<file path="config.mk">
export PLATFORM = sky130hd
export DESIGN_NAME = pcam_writer
export DESIGN_NICKNAME = d
export VERILOG_FILES = /design/src/rtl/pcam_writer.sv
export SDC_FILE = /design/constraint.sdc
export NUM_CORES = 1
export LEC_CHECK = 0
export ABC_AREA = 1
export CAP_MARGIN = 20
export CORE_MARGIN = 4
export CORE_UTILIZATION = 40
export DETAILED_ROUTE_END_ITERATION = 10
export DONT_BUFFER_PORTS = 1
export PLACE_DENSITY = 0.65
export SLEW_MARGIN = 15
export SYNTH_ARGS = -nofsm -noshare
export SYNTH_HDL_FRONTEND = slang
export SYNTH_SLANG_ARGS = --single-unit
</file>
<file path="constraint.sdc">
create_clock -name clk -period 5.74 [get_ports clk]
set_input_delay 0.574 -clock clk [delete_from_list [all_inputs] [get_ports clk]]
set_output_delay 0.574 -clock clk [all_outputs]
set_load 0.005 [all_outputs]
</file>
<file path="src/rtl/pcam_writer.sv">
// Collects BIST fault addresses into a small CAM-like repair table with per-entry
// saturating hit counters. The table freezes for the redundancy-analysis reader once test_done arrives.
module pcam_writer #(
  parameter int PCAM   = 8,
  parameter int ADDR_W = 10,
  parameter int HIT_W  = 3
) (
  input  logic                       clk,
  input  logic                       rst_n,
  input  logic                       clear,
  input  logic                       fault_valid,
  input  logic [ADDR_W-1:0]          fault_addr,
  output logic                       fault_ready,
  input  logic                       test_done,
  output logic [PCAM*ADDR_W-1:0]     pcam_addr,
  output logic [PCAM-1:0]            pcam_vld,
  output logic [PCAM*HIT_W-1:0]      pcam_hit,
  output logic [$clog2(PCAM+1)-1:0]  pcam_cnt,
  output logic                       overflow,
  output logic                       table_rdy,
  output logic [1:0]                 dbg_state
);

  localparam int CNT_W = $clog2(PCAM+1);
  localparam logic [HIT_W-1:0] HIT_MAX = {HIT_W{1'b1}};

  typedef enum logic [1:0] {IDLE = 2'd0, CHECK = 2'd1, FROZEN = 2'd2} state_t;

  // Handshake: a fault transfers on a rising edge where fault_valid && fault_ready;
  // fault_ready is a register, so it never depends combinationally on fault_valid.
  state_t              state, state_nxt;
  logic                ready_q;
  logic                done_pend;
  logic [ADDR_W-1:0]   lat_addr;
  logic [ADDR_W-1:0]   addr_q [PCAM];
  logic [HIT_W-1:0]    hit_q  [PCAM];
  logic [PCAM-1:0]     vld_q;
  logic [CNT_W-1:0]    cnt_q;
  logic                ovf_q;
  logic [PCAM-1:0]     match;
  logic                any_hit;
  logic                accept;

  assign accept = (state == IDLE) && fault_valid && ready_q;

  // State register
  always_ff @(posedge clk or negedge rst_n) begin
    if (!rst_n) begin
      state     <= IDLE;
      ready_q   <= 1'b0;
      done_pend <= 1'b0;
      lat_addr  <= '0;
    end else begin
      state   <= state_nxt;
      ready_q <= (state_nxt == IDLE);
      if (clear || state == CHECK)
        done_pend <= 1'b0;
      else if (accept && test_done)
        done_pend <= 1'b1;
      if (accept)
        lat_addr <= fault_addr;
    end
  end

  // Next-state logic
  always_comb begin
    state_nxt = state;
    case (state)
      IDLE: begin
        if (accept)         state_nxt = CHECK;
        else if (test_done) state_nxt = FROZEN;
      end
      CHECK:   state_nxt = (done_pend || test_done) ? FROZEN : IDLE;
      FROZEN:  state_nxt = FROZEN;
      default: state_nxt = IDLE;
    endcase
    if (clear) state_nxt = IDLE;
  end

  // Outputs decoded from state
  always_comb begin
    fault_ready = ready_q;
    table_rdy   = (state == FROZEN);
    dbg_state   = state;
  end

  // Entries are unique by construction, so an OR of independent matches needs no priority.
  always_comb begin
    for (int i = 0; i < PCAM; i++)
      match[i] = vld_q[i] && (addr_q[i] == lat_addr);
    any_hit = |match;
  end

  always_ff @(posedge clk or negedge rst_n) begin
    if (!rst_n) begin
      for (int i = 0; i < PCAM; i++) begin
        addr_q[i] <= '0;
        hit_q[i]  <= '0;
      end
      vld_q <= '0;
      cnt_q <= '0;
      ovf_q <= 1'b0;
    end else if (clear) begin
      for (int i = 0; i < PCAM; i++) begin
        addr_q[i] <= '0;
        hit_q[i]  <= '0;
      end
      vld_q <= '0;
      cnt_q <= '0;
      ovf_q <= 1'b0;
    end else if (state == CHECK) begin
      if (any_hit) begin
        for (int i = 0; i < PCAM; i++)
          if (match[i] && hit_q[i] != HIT_MAX)
            hit_q[i] <= hit_q[i] + 1'b1;
      end else if (cnt_q < CNT_W'(PCAM)) begin
        for (int i = 0; i < PCAM; i++)
          if (cnt_q == CNT_W'(i)) begin
            addr_q[i] <= lat_addr;
            hit_q[i]  <= HIT_W'(1);
            vld_q[i]  <= 1'b1;
          end
        cnt_q <= cnt_q + 1'b1;
      end else begin
        ovf_q <= 1'b1;
      end
    end
  end

  for (genvar g = 0; g < PCAM; g++) begin : g_flat
    assign pcam_addr[g*ADDR_W +: ADDR_W] = addr_q[g];
    assign pcam_hit[g*HIT_W +: HIT_W]    = hit_q[g];
  end

  assign pcam_vld = vld_q;
  assign pcam_cnt = cnt_q;
  assign overflow = ovf_q;

endmodule

</file>
# Word level (Yosys, flattened, before mapping)
# Cells that the tools add are included.
word_totals:
  n_memories: 0
  latch_bits: 0
  in_bits: 15
  word_cells: 197
  ram_bits: 0
  out_inout_bits: 121
  regBits: 131
  mem_bits_ro: 0
classes:
  shifts: 0
  n_mux: 59
  n_mul: 0
  div: 0
  n_bitwise: 0
  n_eq_ne: 35
  reduce_logical: 63
  n_lt_le_gt_ge: 1
  addsub: 9
ops:
  columns: ["cell", "n"]
  rows:
  - ["2-to-1 mux 80 bit", 4]
  - ["2-to-1 mux 24 bit", 4]
  - ["equality test 10 bit", 8]
  - ["2-to-1 mux 10 bit", 8]
  - ["AND reduction 4 bit", 16]
  - ["2-to-1 mux 3 bit", 16]
  - ["2-to-1 mux 8 bit", 4]
  - ["nonzero test 3 bit", 9]
  - ["adder 3 x 1 -> 3 bit, second input constant", 8]
  - ["!= test 3 x 2 -> 1 bit, second input constant", 8]
  - ["!= test 3 bit, second input constant", 8]
  - ["nonzero test 2 bit", 11]
  - ["logical AND 1 bit", 19]
  - ["equality test 4 x 3 -> 1 bit, second input constant", 4]
  - ["2-to-1 mux 4 bit", 4]
  - ["2-to-1 mux 1 bit", 14]
  - ["equality test 4 x 2 -> 1 bit, second input constant", 2]
  - ["2-to-1 mux 2 bit", 4]
  - ["OR reduction 8 bit", 1]
  - ["one-hot mux 2 bit (3 select lines)", 1]
  - ["AND reduction 3 bit", 2]
  - ["adder 4 x 1 -> 4 bit, second input constant", 1]
  - ["equality test 4 x 1 -> 1 bit, second input constant", 1]
  - ["logical NOT 2 bit", 2]
  - ["6 further kinds", 8]

# Longest topological paths before layout
# Gate-level depths: netlist (run 1).
logic_depth:
  word_depth: 7
  ltp_mapped: 19
  mapped_depth_nobuf: 17

# Worst setup path after synthesis (run 1)
# OpenSTA, ideal clock, no wires.
synth_path:
  path_kind: "reg-to-reg"
  start: "reg lat_addr[9]"
  end: "reg addr_q, in the netlist pcam_addr[12]"
  required_ns: 5.623
  synth_period_minus_slack_ns: 1.938
  setup_time_ns: 0.117
  t_arrival_ns: 1.821
  slack_ns: 3.802
  path_buffers: 2
  path_stages_with_launch: 19
  path_cell_list: "dfrtp_1 > buf_2 > inv_2 > nand2_1 > nand2_1 > inv_1 > nand3_1 > nor2_1 > nand2_1 > nand2_1 > nor2_2 > nand2_4 > nand2_8 > nand2_8 > inv_6 > nand2_4 > buf_6 > nand2_1 > nand2_1"
synth_via:
  elab_chain_cells: 5
  elab_cells_between_ends: 19
  classes_between: "eq/ne: 9; reduce/logical: 10"
synth_rtl:
  columns: ["item", "line_no", "text"]
  rows:
  - ["from (decl)", "34", "logic [ADDR_W-1:0] lat_addr;"]
  - ["from (signal assigned)", "61", "lat_addr <= fault_addr;"]
  - ["equality test 10 bit", "90", "match[i] = vld_q[i] && (addr_q[i] == lat_addr);"]
  - ["logical AND 1 bit", "90", null]
  - ["OR reduction 8 bit (*)", "91", "any_hit = |match;"]
  - ["!= test 2 bit (no line) (*)", null, null]
  - ["AND reduction 4 bit (no line) (*)", null, null]
  - ["to (signal, indexed assignment)", "119", "addr_q[i] <= lat_addr;"]
  - ["to (decl)", "35", "logic [ADDR_W-1:0] addr_q [PCAM];"]
# Every way passes the cells marked *; elsewhere a longest branch is shown, timed or not.
# A chain may end at the register's enable or synchronous reset.

# Worst setup path after layout (run 1)
layout_path:
  start: "reg lat_addr[8]"
  end: "reg addr_q, in the netlist pcam_addr[39]"
# Same word-level chain as after synthesis.

==> metrics.cfg, run 1 <==
[clocking]
root_buffer = clkbuf_16
clock-sinks = 131
clk_path_buf_depth = 2
clock_latency_ns = 0.44
cts_resized = 0
cts_tree = done
h-tree-depth = 4
clk_pin_slew_ns = 0.06
cts_made_buffers = 17

[floorplanning]
rows = 49
ioPinCount = 136
die_y_um = 143
chipWidth_um = 143
start_util = 0.407
coreArea_um2 = 18000
die_area_um2 = 20600

[sta]
rsz0062_at_grt = no
fmax_mhz = 307
tns_ns = 0
finalSetupViolCount = 0
finalMaxSlewViolations = 0
finalHoldViolations = 0
fin_ws_ns = 2.48
period_share = 0.567
skew_ns = 0.0132
worst_pin_slew_ns = 1.14
finalCriticalPeriod_ns = 3.26
slew-limit-headroom = 0.240

[global_routing]
grt_overflow = 0
grt_pass1_vias = 5866
antenna_found_initial = 0
grt_pass1_wl_um = 35600
grt_max_degree = 132
track_usage = 0.231

[synthesis]
syn_nets = 1033
synth_edf_count = 0
synth_area_per_cell_um2 = 7.35
synth-seq-cells = 131
synthFlopType = dfrtp_1
ys_seq_area_frac = 0.447
synth_area_leaders = dfrtp_1 (45%), nand2_1 (22%), inv_1 (5.0%), nor2_1 (4.3%), ha_1 (3.4%)
synth_area_um2 = 7340
synth_warnings = 0
async_flop_share = 1.00
synth_area_leader_cell = dfrtp_1
syn_inst = 998
synth_top_area_frac = 0.447
yosysUniqueCellTypes = 37

[power_and_ir_drop]
p_total_uw = 3510
p_sw_frac = 0.420
power.internal_uw = 2030
p_clk_frac = 0.290
power_frac_comb = 0.266
p_sw_uw = 1470
power.density_nw_per_um2 = 439
p_leak_uw = 0.00422
peakVddDrop_v = 0.000242
p_seq_frac = 0.444

[min_path]
hp-class = in2async

[finish]
drive_above_1_share = 0.0752
nets = 1020
syn_to_final_growth_pct = 8.68
antenna_cells = 0
finish.instance_area_um2 = 7980
layoutNonFillerInstCount = 1227

[setup_path]
cp-start-kind = flop
cp-end-kind = flop
critPathMaxStageDelay_ns = 0.68
crit_arrival_ns = 3.62
crit_chain = inv_1 > nand2_1 > nand2_1 > nand3_1 > nor2_1 > nand2_1 > nand2_1 > nor2_2 > nand2_4 > nand2_8 > nand2_8 > inv_6 > nand2_4 > inv_2 > nand2_1 > nand2_1
cp_max_fo = 17
critPathTopFamily = simple AND/OR/NAND/NOR gates
cpMaxStageDelayCell = dfrtp_1
crit_top_cell = nand2_1
cp.required_ns = 6.11
worstSetupPathType = reg2reg
path_buf_inv = 3

[placed_design]
gp_congestion = 0.936
post-place-ws_ns = 2.58
dp_cells = 1194
place_hpwl_um = 16400
port_buffers = 0
placed_cell_area_um2 = 7400

[drt]
post_drt_wl_per_cell_um = 19.0
num_vias = 6336
drc = 0
ant_nets = 0
first_iter_violations = 575
wirelength_um = 23300
vias_per_cell = 5.16
firstDrtPassIters = 5

[run_status]
outcome = finished clean

[flow_run]
max-cap-violations = 0

[worst register-to-register path, stage by stage (launching register included)]
cell and delay [ns]:
dfrtp_1 0.68, inv_1 0.31, nand2_1 0.12, nand2_1 0.07, nand3_1 0.08, nor2_1 0.05
nand2_1 0.09, nand2_1 0.07, nor2_2 0.39, nand2_4 0.25, nand2_8 0.21, nand2_8 0.16
inv_6 0.21, nand2_4 0.15, inv_2 0.19, nand2_1 0.07, nand2_1 0.09
[cells by family (layout without fill, tap and decap cells)]
kind of cell    Yosys count  count (layout)  share of synthesized area
xor+xnor                 23              23                     0.0275
compound gates           75              75                     0.0576
buf+inv                 147             147                     0.0902
flops                   131             131                      0.447
fa+ha+maj                20              20                     0.0341
simple gates            602             602                      0.344
[power by group through the flow]
stage / Clock [µW] / Sequential [µW] / Combinational [µW]
finish: 1020 / 1560 / 933
global route: 1070 / 1590 / 1060
CTS: 1030 / 1550 / 925
detailed placement: 0 / 1570 / 897
global placement: 0 / 1570 / 892
floorplan: 0 / 1330 / 801
[sequential cells by signal, summed over array words and instances, names as in the netlist]
register	count
lat_addr	10
pcam_addr	80
pcam_hit	24
dbg_state	2
pcam_vld	8
fault_ready	1
done_pend	1
pcam_cnt	4
overflow	1
[area by class of cell]
cell class / count / area (µm²)
Inverter: 112 / 425
Fill cell: 1812 / 10000
Multi-Input combinational cell: 720 / 3400
Timing Repair Buffer: 3 / 42.5
Clock buffer: 20 / 447
Clock inverter: 12 / 97.6
Sequential cell: 131 / 3280
Tap cell: 229 / 287
[final timing paths]
path / start / to / slack [ns] / depth (start not counted)
setup / recovery: lat_addr[8]$_DFFE_PN0P_ / pcam_addr[39]$_DFFE_PN0P_ / 2.48 / 16
hold / removal: rst_n / pcam_hit[21]$_DFFE_PN0P_ / 0.06 / 1
setup reg to reg: lat_addr[8]$_DFFE_PN0P_ / pcam_addr[39]$_DFFE_PN0P_ / 2.48 / 16
hold reg to reg: pcam_hit[16]$_DFFE_PN0P_ / pcam_hit[16]$_DFFE_PN0P_ / 0.54 / 2
max in group asynchronous: rst_n / done_pend$_DFFE_PN0P_ / 5.03 / 1
min in group clk: clear / pcam_vld[2]$_DFFE_PN0P_ / 0.20 / 1
[metal layers]
layer | share of wire | routed length (µm) | GRT usage | vias up
met1 | 0.41 | 9560 | 0.297 | 2929
met2 | 0.45 | 10400 | 0.349 | 296
met5 | 0 | 0 | 0 | -
li1 | - | - | - | 3058
met4 | 0.035 | 813 | 0.101 | 0
met3 | 0.11 | 2460 | 0.0872 | 53
[Yosys cell counts, types with 4 or more instances]
cell / number
nand2_1: 432
dfrtp_1: 131
inv_1: 98
nor2_1: 85
nand3_1: 39
o21ai_0: 32
a21oi_1: 23
xnor2_1: 21
ha_1: 20
nand4_1: 16
inv_2: 12
buf_6: 10
clkbuf_1: 10
buf_2: 8
or2_2: 8
a21oi_2: 5
buf_4: 5
nand2_4: 5
o22ai_1: 4
[stage by stage]
step / hold WS (ns) / utilization
after floorplan: 0.278 / -
after global placement: 0.287 / 0.411
after detailed placement: 0.286 / 0.411
after CTS: 0.170 / 0.442
after global routing: 0.166 / 0.442
final: 0.0625 / 0.442
[cell usage in the layout, fill, tap and decap left out, types with 16 or more instances in the layout]
cell type	n
dfrtp_1	131
xnor2_1	21
nand4_1	16
o21ai_0	32
nand3_1	39
ha_1	20
inv_1	98
clkbuf_16	17
nand2_1	432
a21oi_1	23
nor2_1	85
[timing repair]
item | in CTS | in global routing
hold endpoints to repair | 131 | 0
hold buffers | 1 | 0
buffers inserted | 0 | 0
(Power assumes the default switching activity.)
==> run 2: changes to the inputs <==
- PLACE_DENSITY: 0.65 -> 0.67
- clock period: 5.74 -> 2.8 ns (I/O delays scaled with it)
==> run 2 against run 1 <==
  * The flow now finishes with violations (hold timing)
  * Flip-flop and latch count stayed put
  * Global-route usage is 0.37 points higher
  * First-iteration DRC count is 3.7% higher
  * Combinational power is 120% higher
  * Largest cell class unchanged
  * Largest power group unchanged
==> metrics.cfg, run 2 (synthesis gave the netlist of run 1 again) <==
[run_status]
outcome = complete, but fails checks
violations = hold timing

[clocking]
h-tree-depth = 4  ; unchanged
clk_path_buf_depth = 2  ; unchanged
cts_made_buffers = 17  ; unchanged
cts_setup_buffers = 0  ; unchanged
clock_latency_ns = 0.43  ; about the same
ctsHoldBuffers = 2  ; +1
clock-sinks = 131  ; unchanged
clk_pin_slew_ns = 0.07  ; about the same
cts_tree = done
root_buffer = clkbuf_16

[global_routing]
grt_overflow = 0  ; unchanged
grt_pass1_vias = 6117  ; +4.3%
grt_pass1_wl_um = 36100  ; +1.4%
antenna_found_initial = 0  ; unchanged
grt_max_degree = 132  ; unchanged
track_usage = 0.235  ; +0.00373

[power_and_ir_drop]
p_sw_uw = 3030  ; +110%
p_total_uw = 7310  ; +110%
p_clk_frac = 0.290  ; about the same
p_sw_frac = 0.415  ; -0.00459
p_leak_uw = 0.00433  ; +2.5%
peakVddDrop_v = 0.000480  ; +98%
power_frac_comb = 0.286  ; +0.020
p_seq_frac = 0.424  ; -0.020
power.internal_uw = 4270  ; +110%
power.density_nw_per_um2 = 898  ; +100%

[setup_path]
crit_top_cell = nand2_1
cp-end-kind = flop
worstSetupPathType = reg2reg
crit_arrival_ns = 3.00  ; -0.62 ns
cp.required_ns = 3.17  ; -2.94 ns
reg2reg_slack_ns = 0.16  ; -2.32 ns
cp_max_fo = 17  ; unchanged
cpMaxStageDelayCell = dfrtp_1
cp-start-kind = flop
crit_chain = inv_2 > o22ai_1 > nor2_1 > nand3_1 > nand2_1 > nor2_4 > nand2_4 > nand2_8 > nand2_8 > inv_6 > nand2_4 > inv_2 > nand2_1 > nand2_1
critPathMaxStageDelay_ns = 0.59  ; -0.09 ns

[drt]
wirelength_um = 23500  ; +1.2%
drc = 0  ; unchanged
vias_per_cell = 5.19  ; +0.51%
num_vias = 6477  ; +2.2%
post_drt_wl_per_cell_um = 18.9  ; -0.49%
firstDrtPassIters = 6  ; +1
first_iter_violations = 596  ; +3.7%
ant_nets = 0  ; unchanged

[floorplanning]
ioPinCount = 136  ; unchanged
die_y_um = 143  ; unchanged
start_util = 0.407  ; unchanged
rows = 49  ; unchanged
die_area_um2 = 20600  ; unchanged
chipWidth_um = 143  ; unchanged
coreArea_um2 = 18000  ; unchanged

[sta]
whs_ns = -0.454  ; -0.516 ns
skew_ns = 0.0142  ; +0.00105 ns
slew-limit-headroom = 0.318  ; +0.0780
worst_pin_slew_ns = 1.02  ; -0.117 ns
rsz0062_at_grt = no
finalMaxSlewViolations = 0  ; unchanged
fin_ws_ns = 0.164  ; -2.32 ns
finalCriticalPeriod_ns = 2.64  ; -0.619 ns
period_share = 0.942  ; +0.374
tns_ns = 0  ; unchanged
fmax_mhz = 379  ; +23%
finalSetupViolCount = 0  ; unchanged
finalHoldViolations = 131  ; +131

[placed_design]
place_hpwl_um = 16700  ; +1.8%
placed_cell_area_um2 = 7550  ; +2.0%
gp_congestion = 0.935  ; about the same
post-place-ws_ns = 0.128  ; -2.45 ns
port_buffers = 0  ; unchanged

[finish]
largest_register_ffs = 80  ; unchanged
utilization = 0.451  ; +0.00882
final_common_cell = nand2_1
drive_above_1_share = 0.0962  ; +0.0210
fill_cells = 1825  ; +0.72%
syn_to_final_growth_pct = 10.8
antenna_cells = 0  ; unchanged
mostFrequentLayoutCells = nand2_1 (432), dfrtp_1 (129), inv_1 (98)
nets = 1041  ; +2.1%
finish.instance_area_um2 = 8130  ; +2.0%

[flow_run]
max-cap-violations = 0  ; unchanged

[min_path]
hp-class = in2async

run 2: final cells by class:
cell class / instances / area, µm² / area share
multi-input cells: 720 / 3400 / 0.418
inverters: 112 / 425 / 0.0523
clock inverters: 14 / 119 / 0.0146
well taps: 229 / 287 / 0.0352
clock buffers: 18 / 439 / 0.0540
repair buffers: 24 / 185 / 0.0228
flip-flops and latches: 131 / 3280 / 0.403
run 2: per-layer routing:
| metal | vias up | global-route usage | wire, µm |
|---|---|---|---|
| met3 | 46 | 0.0835 | 2760 |
| li1 | 3098 | - | - |
| met5 | - | 0 | 0 |
| met1 | 3025 | 0.309 | 9490 |
| met2 | 308 | 0.358 | 10600 |
| met4 | 0 | 0.0877 | 719 |
run 2: worst paths after layout:
| check | to | from | cells past startpoint |
|---|---|---|---|
| max | pcam_addr[34]$_DFFE_PN0P_ | lat_addr[7]$_DFFE_PN0P_ | 14 |
| min | pcam_addr[57]$_DFFE_PN0P_ | rst_n | 0 |
| max reg2reg | pcam_addr[34]$_DFFE_PN0P_ | lat_addr[7]$_DFFE_PN0P_ | 14 |
| min reg2reg | pcam_hit[16]$_DFFE_PN0P_ | pcam_hit[16]$_DFFE_PN0P_ | 2 |
| max in group asynchronous | pcam_addr[60]$_DFFE_PN0P_ | rst_n | 0 |
| min in group clk | pcam_hit[18]$_DFFE_PN0P_ | clear | 3 |
run 2: repair_timing:
item                                    in CTS  in global routing
gates resized for setup                      0                  2
hold endpoints to repair                   143                131
endpoints found under the setup margin       0                 88
run 2: worst max-delay path: cells and delay by family, from the launching register on:
family,cells,cell delay [ns]
buffers and inverters,3,0.60
and+or+nand+nor,10,1.15
AOI/OAI and AO/OA,1,0.20
DFF,1,0.59
run 2: power by group through the flow:
stage	Clock [µW]	Sequential, µW	Combinational, µW
global route	2230	3170	2370
global placement	0	3120	2020
CTS	2150	3090	2070
finish	2120	3100	2090
floorplan	0	2740	1640
detailed placement	0	3120	2050
run 2: per-stage QoR:
stage          std cells  hold slack (ns)
6_report            1248           -0.454
5_1_grt             1248           -0.457
4_1_cts             1248           -0.465
3_5_place_dp        1214         -0.00873
3_3_place_gp        1214         -0.00855
2_1_floorplan        998          -0.0156
==> run 3: changes to the inputs <==
- REMOVE_ABC_BUFFERS: default -> 1
==> run 3 against run 2 <==
  * The flow still finishes with violations (hold timing)
  * Setup slack improved by 0.044 ns
  * Sequential power decreased by 2%
  * Largest power group unchanged
  * Via count decreased by 2.1%
  * Cell count about the same
  * Die area unchanged
  * Power increased by 1.3%
  * Fmax increased by 1.7%
  * Register-to-register slack improved by 0.04 ns
==> metrics.cfg, run 3 (synthesis gave the netlist of run 1 again) <==
[placed_design]
placed_cell_area_um2 = 7550  ; about the same
gp_congestion = 0.916  ; -2.1%
place_hpwl_um = 16300  ; -2.4%
port_buffers = 0  ; unchanged

[sta]
finalSetupViolCount = 0  ; unchanged
period_share = 0.926  ; -0.0156
finalMaxSlewViolations = 0  ; unchanged
whs_ns = -0.448  ; +0.00608 ns
worst_pin_slew_ns = 0.910  ; -0.109 ns
rsz0062_at_grt = no
tns_ns = 0  ; unchanged
skew_ns = 0.0117  ; -0.00246 ns
finalHoldViolations = 131  ; unchanged
fmax_mhz = 386  ; +1.7%
slew-limit-headroom = 0.391  ; +0.0728
finalCriticalPeriod_ns = 2.59  ; -0.0436 ns

[finish]
nets = 1041  ; unchanged
drive_above_1_share = 0.0923  ; -0.00383
finish.instance_area_um2 = 8170  ; +0.49%
multiInputGateArea_um2 = 3400  ; unchanged
seq_area_um2 = 3280  ; about the same
mostFrequentLayoutCells = nand2_1 (432), dfrtp_1 (131), inv_1 (98)
final_common_cell = nand2_1
fill_cells = 1803  ; -1.2%
antenna_cells = 0  ; unchanged
largest_register_ffs = 80  ; unchanged
syn_to_final_growth_pct = 11.4

[power_and_ir_drop]
p_total_uw = 7400  ; +1.3%
peakVddDrop_v = 0.000553  ; +15%
p_leak_uw = 0.00434  ; +0.31%
power.density_nw_per_um2 = 906  ; +0.83%

[drt]
num_vias = 6341  ; -2.1%
firstDrtPassIters = 5  ; -1
post_drt_wl_per_cell_um = 18.4  ; -2.6%
first_iter_violations = 575  ; -3.5%
drc = 0  ; unchanged
ant_nets = 0  ; unchanged
wirelength_um = 22900  ; -2.6%
vias_per_cell = 5.09  ; -2.0%

[min_path]
hp-class = in2async

[floorplanning]
start_util = 0.407  ; unchanged
rows = 49  ; unchanged
chipWidth_um = 143  ; unchanged
die_area_um2 = 20600  ; unchanged
coreArea_um2 = 18000  ; unchanged
ioPinCount = 136  ; unchanged
die_y_um = 143  ; unchanged

[setup_path]
crit_chain = inv_4 > a21oi_1 > nand3_1 > nor2_1 > nand3_1 > nand2_1 > nor2_4 > nand2_4 > nand2_8 > nand2_8 > inv_6 > nand2_4 > inv_2 > nand2_1 > nand2_1
reg2reg_slack_ns = 0.21  ; +0.04 ns
cpMaxStageDelayCell = dfrtp_1
crit_arrival_ns = 2.91  ; -0.09 ns
cp_max_fo = 17  ; unchanged
crit_top_cell = nand2_1
cp.required_ns = 3.11  ; -0.06 ns
cp-start-kind = flop
cp-end-kind = flop
critPathMaxStageDelay_ns = 0.64  ; +0.05 ns
worstSetupPathType = reg2reg

[run_status]
violations = hold timing
outcome = complete, but fails checks

[clocking]
cts_setup_buffers = 0  ; unchanged
clk_pin_slew_ns = 0.07  ; about the same
clock-sinks = 131  ; unchanged
cts_made_buffers = 17  ; unchanged
h-tree-depth = 4  ; unchanged
root_buffer = clkbuf_16
ctsHoldBuffers = 3  ; +1
clock_latency_ns = 0.43  ; about the same
clk_path_buf_depth = 2  ; unchanged
cts_tree = done

[global_routing]
grt_pass1_wl_um = 35800  ; -0.90%
grt_max_degree = 132  ; unchanged
grt_pass1_vias = 6172  ; +0.90%
antenna_found_initial = 0  ; unchanged
track_usage = 0.231  ; -0.00411
grt_overflow = 0  ; unchanged

[flow_run]
max-cap-violations = 0  ; unchanged

-- run 3: power breakdown --
part	internal (µW)	switching, µW	leakage, µW
combinational	760	1360	0.00239
sequential	2330	704	0.00168
clock	1380	870	0.000277
total	4470	2930	0.00434
-- run 3: metrics by stage --
stage / instances / setup WS (ns) / utilization / hold WS, ns
after floorplan: 963 / 0.456 / - / -0.0156
after global placement: 1213 / 0.255 / 0.419 / -0.00864
after detailed placement: 1213 / 0.217 / 0.419 / -0.00858
after CTS: 1247 / 0.194 / 0.453 / -0.466
after global routing: 1247 / 0.0355 / 0.453 / -0.463
final: 1247 / 0.207 / 0.453 / -0.448
-- run 3: path summary, 6_finish.rpt --
kind,startpoint,endpoint,cells after the start
max reg2reg,lat_addr[3]$_DFFE_PN0P_,pcam_addr[11]$_DFFE_PN0P_,15
min in group clk,fault_addr[6],lat_addr[6]$_DFFE_PN0P_,2
min,rst_n,pcam_addr[73]$_DFFE_PN0P_,0
max in group asynchronous,rst_n,pcam_addr[51]$_DFFE_PN0P_,0
min reg2reg,pcam_hit[4]$_DFFE_PN0P_,pcam_hit[4]$_DFFE_PN0P_,2
max,lat_addr[3]$_DFFE_PN0P_,pcam_addr[11]$_DFFE_PN0P_,15
-- run 3: critical path, delay by kind of cell (launching register included) --
family                 cells  cell delay [ns]
flip-flops                 1             0.64
buffers and inverters      3             0.37
AO/OA/AOI/OAI              1             0.16
AND/OR/NAND/NOR           11             1.28
-- run 3: what timing repair did --
item	4_1_cts	5_1_grt
gates resized for setup	0	1
endpoints found under the hold margin	140	131
endpoints found under the setup margin	0	6
-- run 3: layout make-up --
class / count / area share
clock buffers: 20 / 0.0571
flip-flops and latches: 131 / 0.401
inverters: 112 / 0.0523
well taps: 229 / 0.0351
multi-input cells: 720 / 0.416
clock inverters: 11 / 0.0158
repair buffers: 24 / 0.0230
-- run 3: per-layer routing --
metal / vias to the layer above / wire length (µm) / GRT usage
li1: 3087 / - / -
met1: 2925 / 9470 / 0.300
met2: 272 / 9980 / 0.345
met3: 57 / 2560 / 0.0839
met4: 0 / 923 / 0.105
met5: - / 0 / 0
==> edit: new RTL, flow settings as in run 1 <==
`HIT_W`: 3 -> 6.
--- a/src/rtl/pcam_writer.sv
+++ b/src/rtl/pcam_writer.sv
@@ -5,3 +5,3 @@
   parameter int ADDR_W = 10,
-  parameter int HIT_W  = 3
+  parameter int HIT_W  = 6
 ) (
Ports: changed (resized pcam_hit); port bits go from 136 to 160. No check against the original RTL was run, so the function may have changed too.
==> edit against run 1 <==
- total power increased by 12%
- non-clock buffer count unchanged
- critical path depth shrank 1
- worst setup slack got worse by 200 ps
- final area grew 19%
- fmax down 5.9%
- routed wire length increased by 11%
- synthesized cell count is 19% higher
- global-route usage fell by 1.4 points
- sequential cell count increased by 24
- area after synthesis increased by 19%
- largest cell class unchanged
- highest routed layer unchanged
==> edit: results (changes against run 1) <==
metric,value,unit,change
Worst Max-Slew Pin Slew,939,ps,-196 ps
aggregate routed wire length,25.9,mm,+11%
result of the run,"complete, no violations",,
NumNets Final,1197,,+17%
dpl hpwl,19.4,mm,+18%
power dissipated by switching net loads,0.00150,W,+1.9%
"Slowest-stage cell, CP",nor2_2,,
number of DRC violations after detailed-routing iteration 0,585,,+1.7%
static leakage,4.88,nW,+16%
Unique masters post-synth,41,,+11%
maximum number of pins on one net before global-route repair,156,,+18%
largest driver fanout on the critical path,41,,+24
Logic power comb,0.000947,W,+2%
sequential cell power,0.00171,W,+9.6%
layout filler cell count,2128,,+17%
Clock Skew,9.99,ps,-3.16 ps
worst-case setup slack after placement,2360,ps,-223 ps
portion of the post-synthesis area used by sequential elements,44.5,%,-0.18 points
routability cong.,0.928,,-0.82%
vias after detailed routing,7415,,+17%
Syn Area/Cell,7.37,um2,+0.23%
cell area reported after detailed placement,8830,um2,+19%
maximum resistive drop on vdd,0.271,mV,+12%
# placed instances,1425,,+19%
leading cell types by total area after synthesis,"dfrtp_1 (44%), nand2_1 (23%), nor2_1 (4.4%), inv_1 (4.3%), nand3_1 (2.4%)",,
vias per cell,5.09,,-1.5%
global-route wire length before repair,41.0,mm,+15%
data arrival time of the critical path,3820,ps,+200 ps
reported clock group power,0.00126,W,+24%
"CP delay by family, top",simple AND/OR/NAND/NOR gates,,
highest cell delay on the worst timing path,650,ps,-30 ps
## edit: changes by cell type after synthesis, sizes merged, moves of 7 or more
cell    delta
nand3b     +7
dfrtp     +24
nand2    +103
xor2      +21
ha         -8
nor2      +27
or2       -10
## edit: final timing paths
| kind | startpoint | end | slack, ps | cells after the start |
|---|---|---|---|---|
| max in group asynchronous | rst_n | pcam_addr[21] | 4950 | 1 |
| worst max register to register | lat_addr[3] | pcam_addr[68] | 2280 | 15 |
| worst min register to register | overflow | overflow | 560 | 2 |
| worst min-delay path | rst_n | pcam_hit[35] | 110 | 1 |
| worst max-delay path | lat_addr[3] | pcam_addr[68] | 2280 | 15 |
| min in group clk | clear | pcam_vld[7] | 210 | 1 |
## edit: layout make-up
cell class                      count  area [um2]  share of cell area (%)
Tap cell                          275         344                    3.62
Clock inverter                     13         214                    2.25
Inverter                          111         430                    4.53
Timing Repair Buffer                3        42.5                   0.448
Sequential cell                   155        3880                    40.8
Multi-Input combinational cell    882        4160                    43.8
Clock buffer                       19         433                    4.56
## edit: layer usage
metal | up-vias | global-route usage, % | wire length [um]
met4 | 0 | 4.96 | 383
met1 | 3520 | 26.8 | 10600
li1 | 3626 | - | -
met5 | - | 0 | 0
met2 | 244 | 35.8 | 12400
met3 | 25 | 8.77 | 2470
## edit: logic make-up after synthesis
family / after synthesis / synth area share, %
adder cells (fa/ha/maj): 12 / 1.72
XOR/XNOR: 47 / 4.72
AO/OA/AOI/OAI: 87 / 5.88
buffers and inverters: 146 / 7.79
AND/OR/NAND/NOR: 736 / 35.4
flip-flops: 155 / 44.5
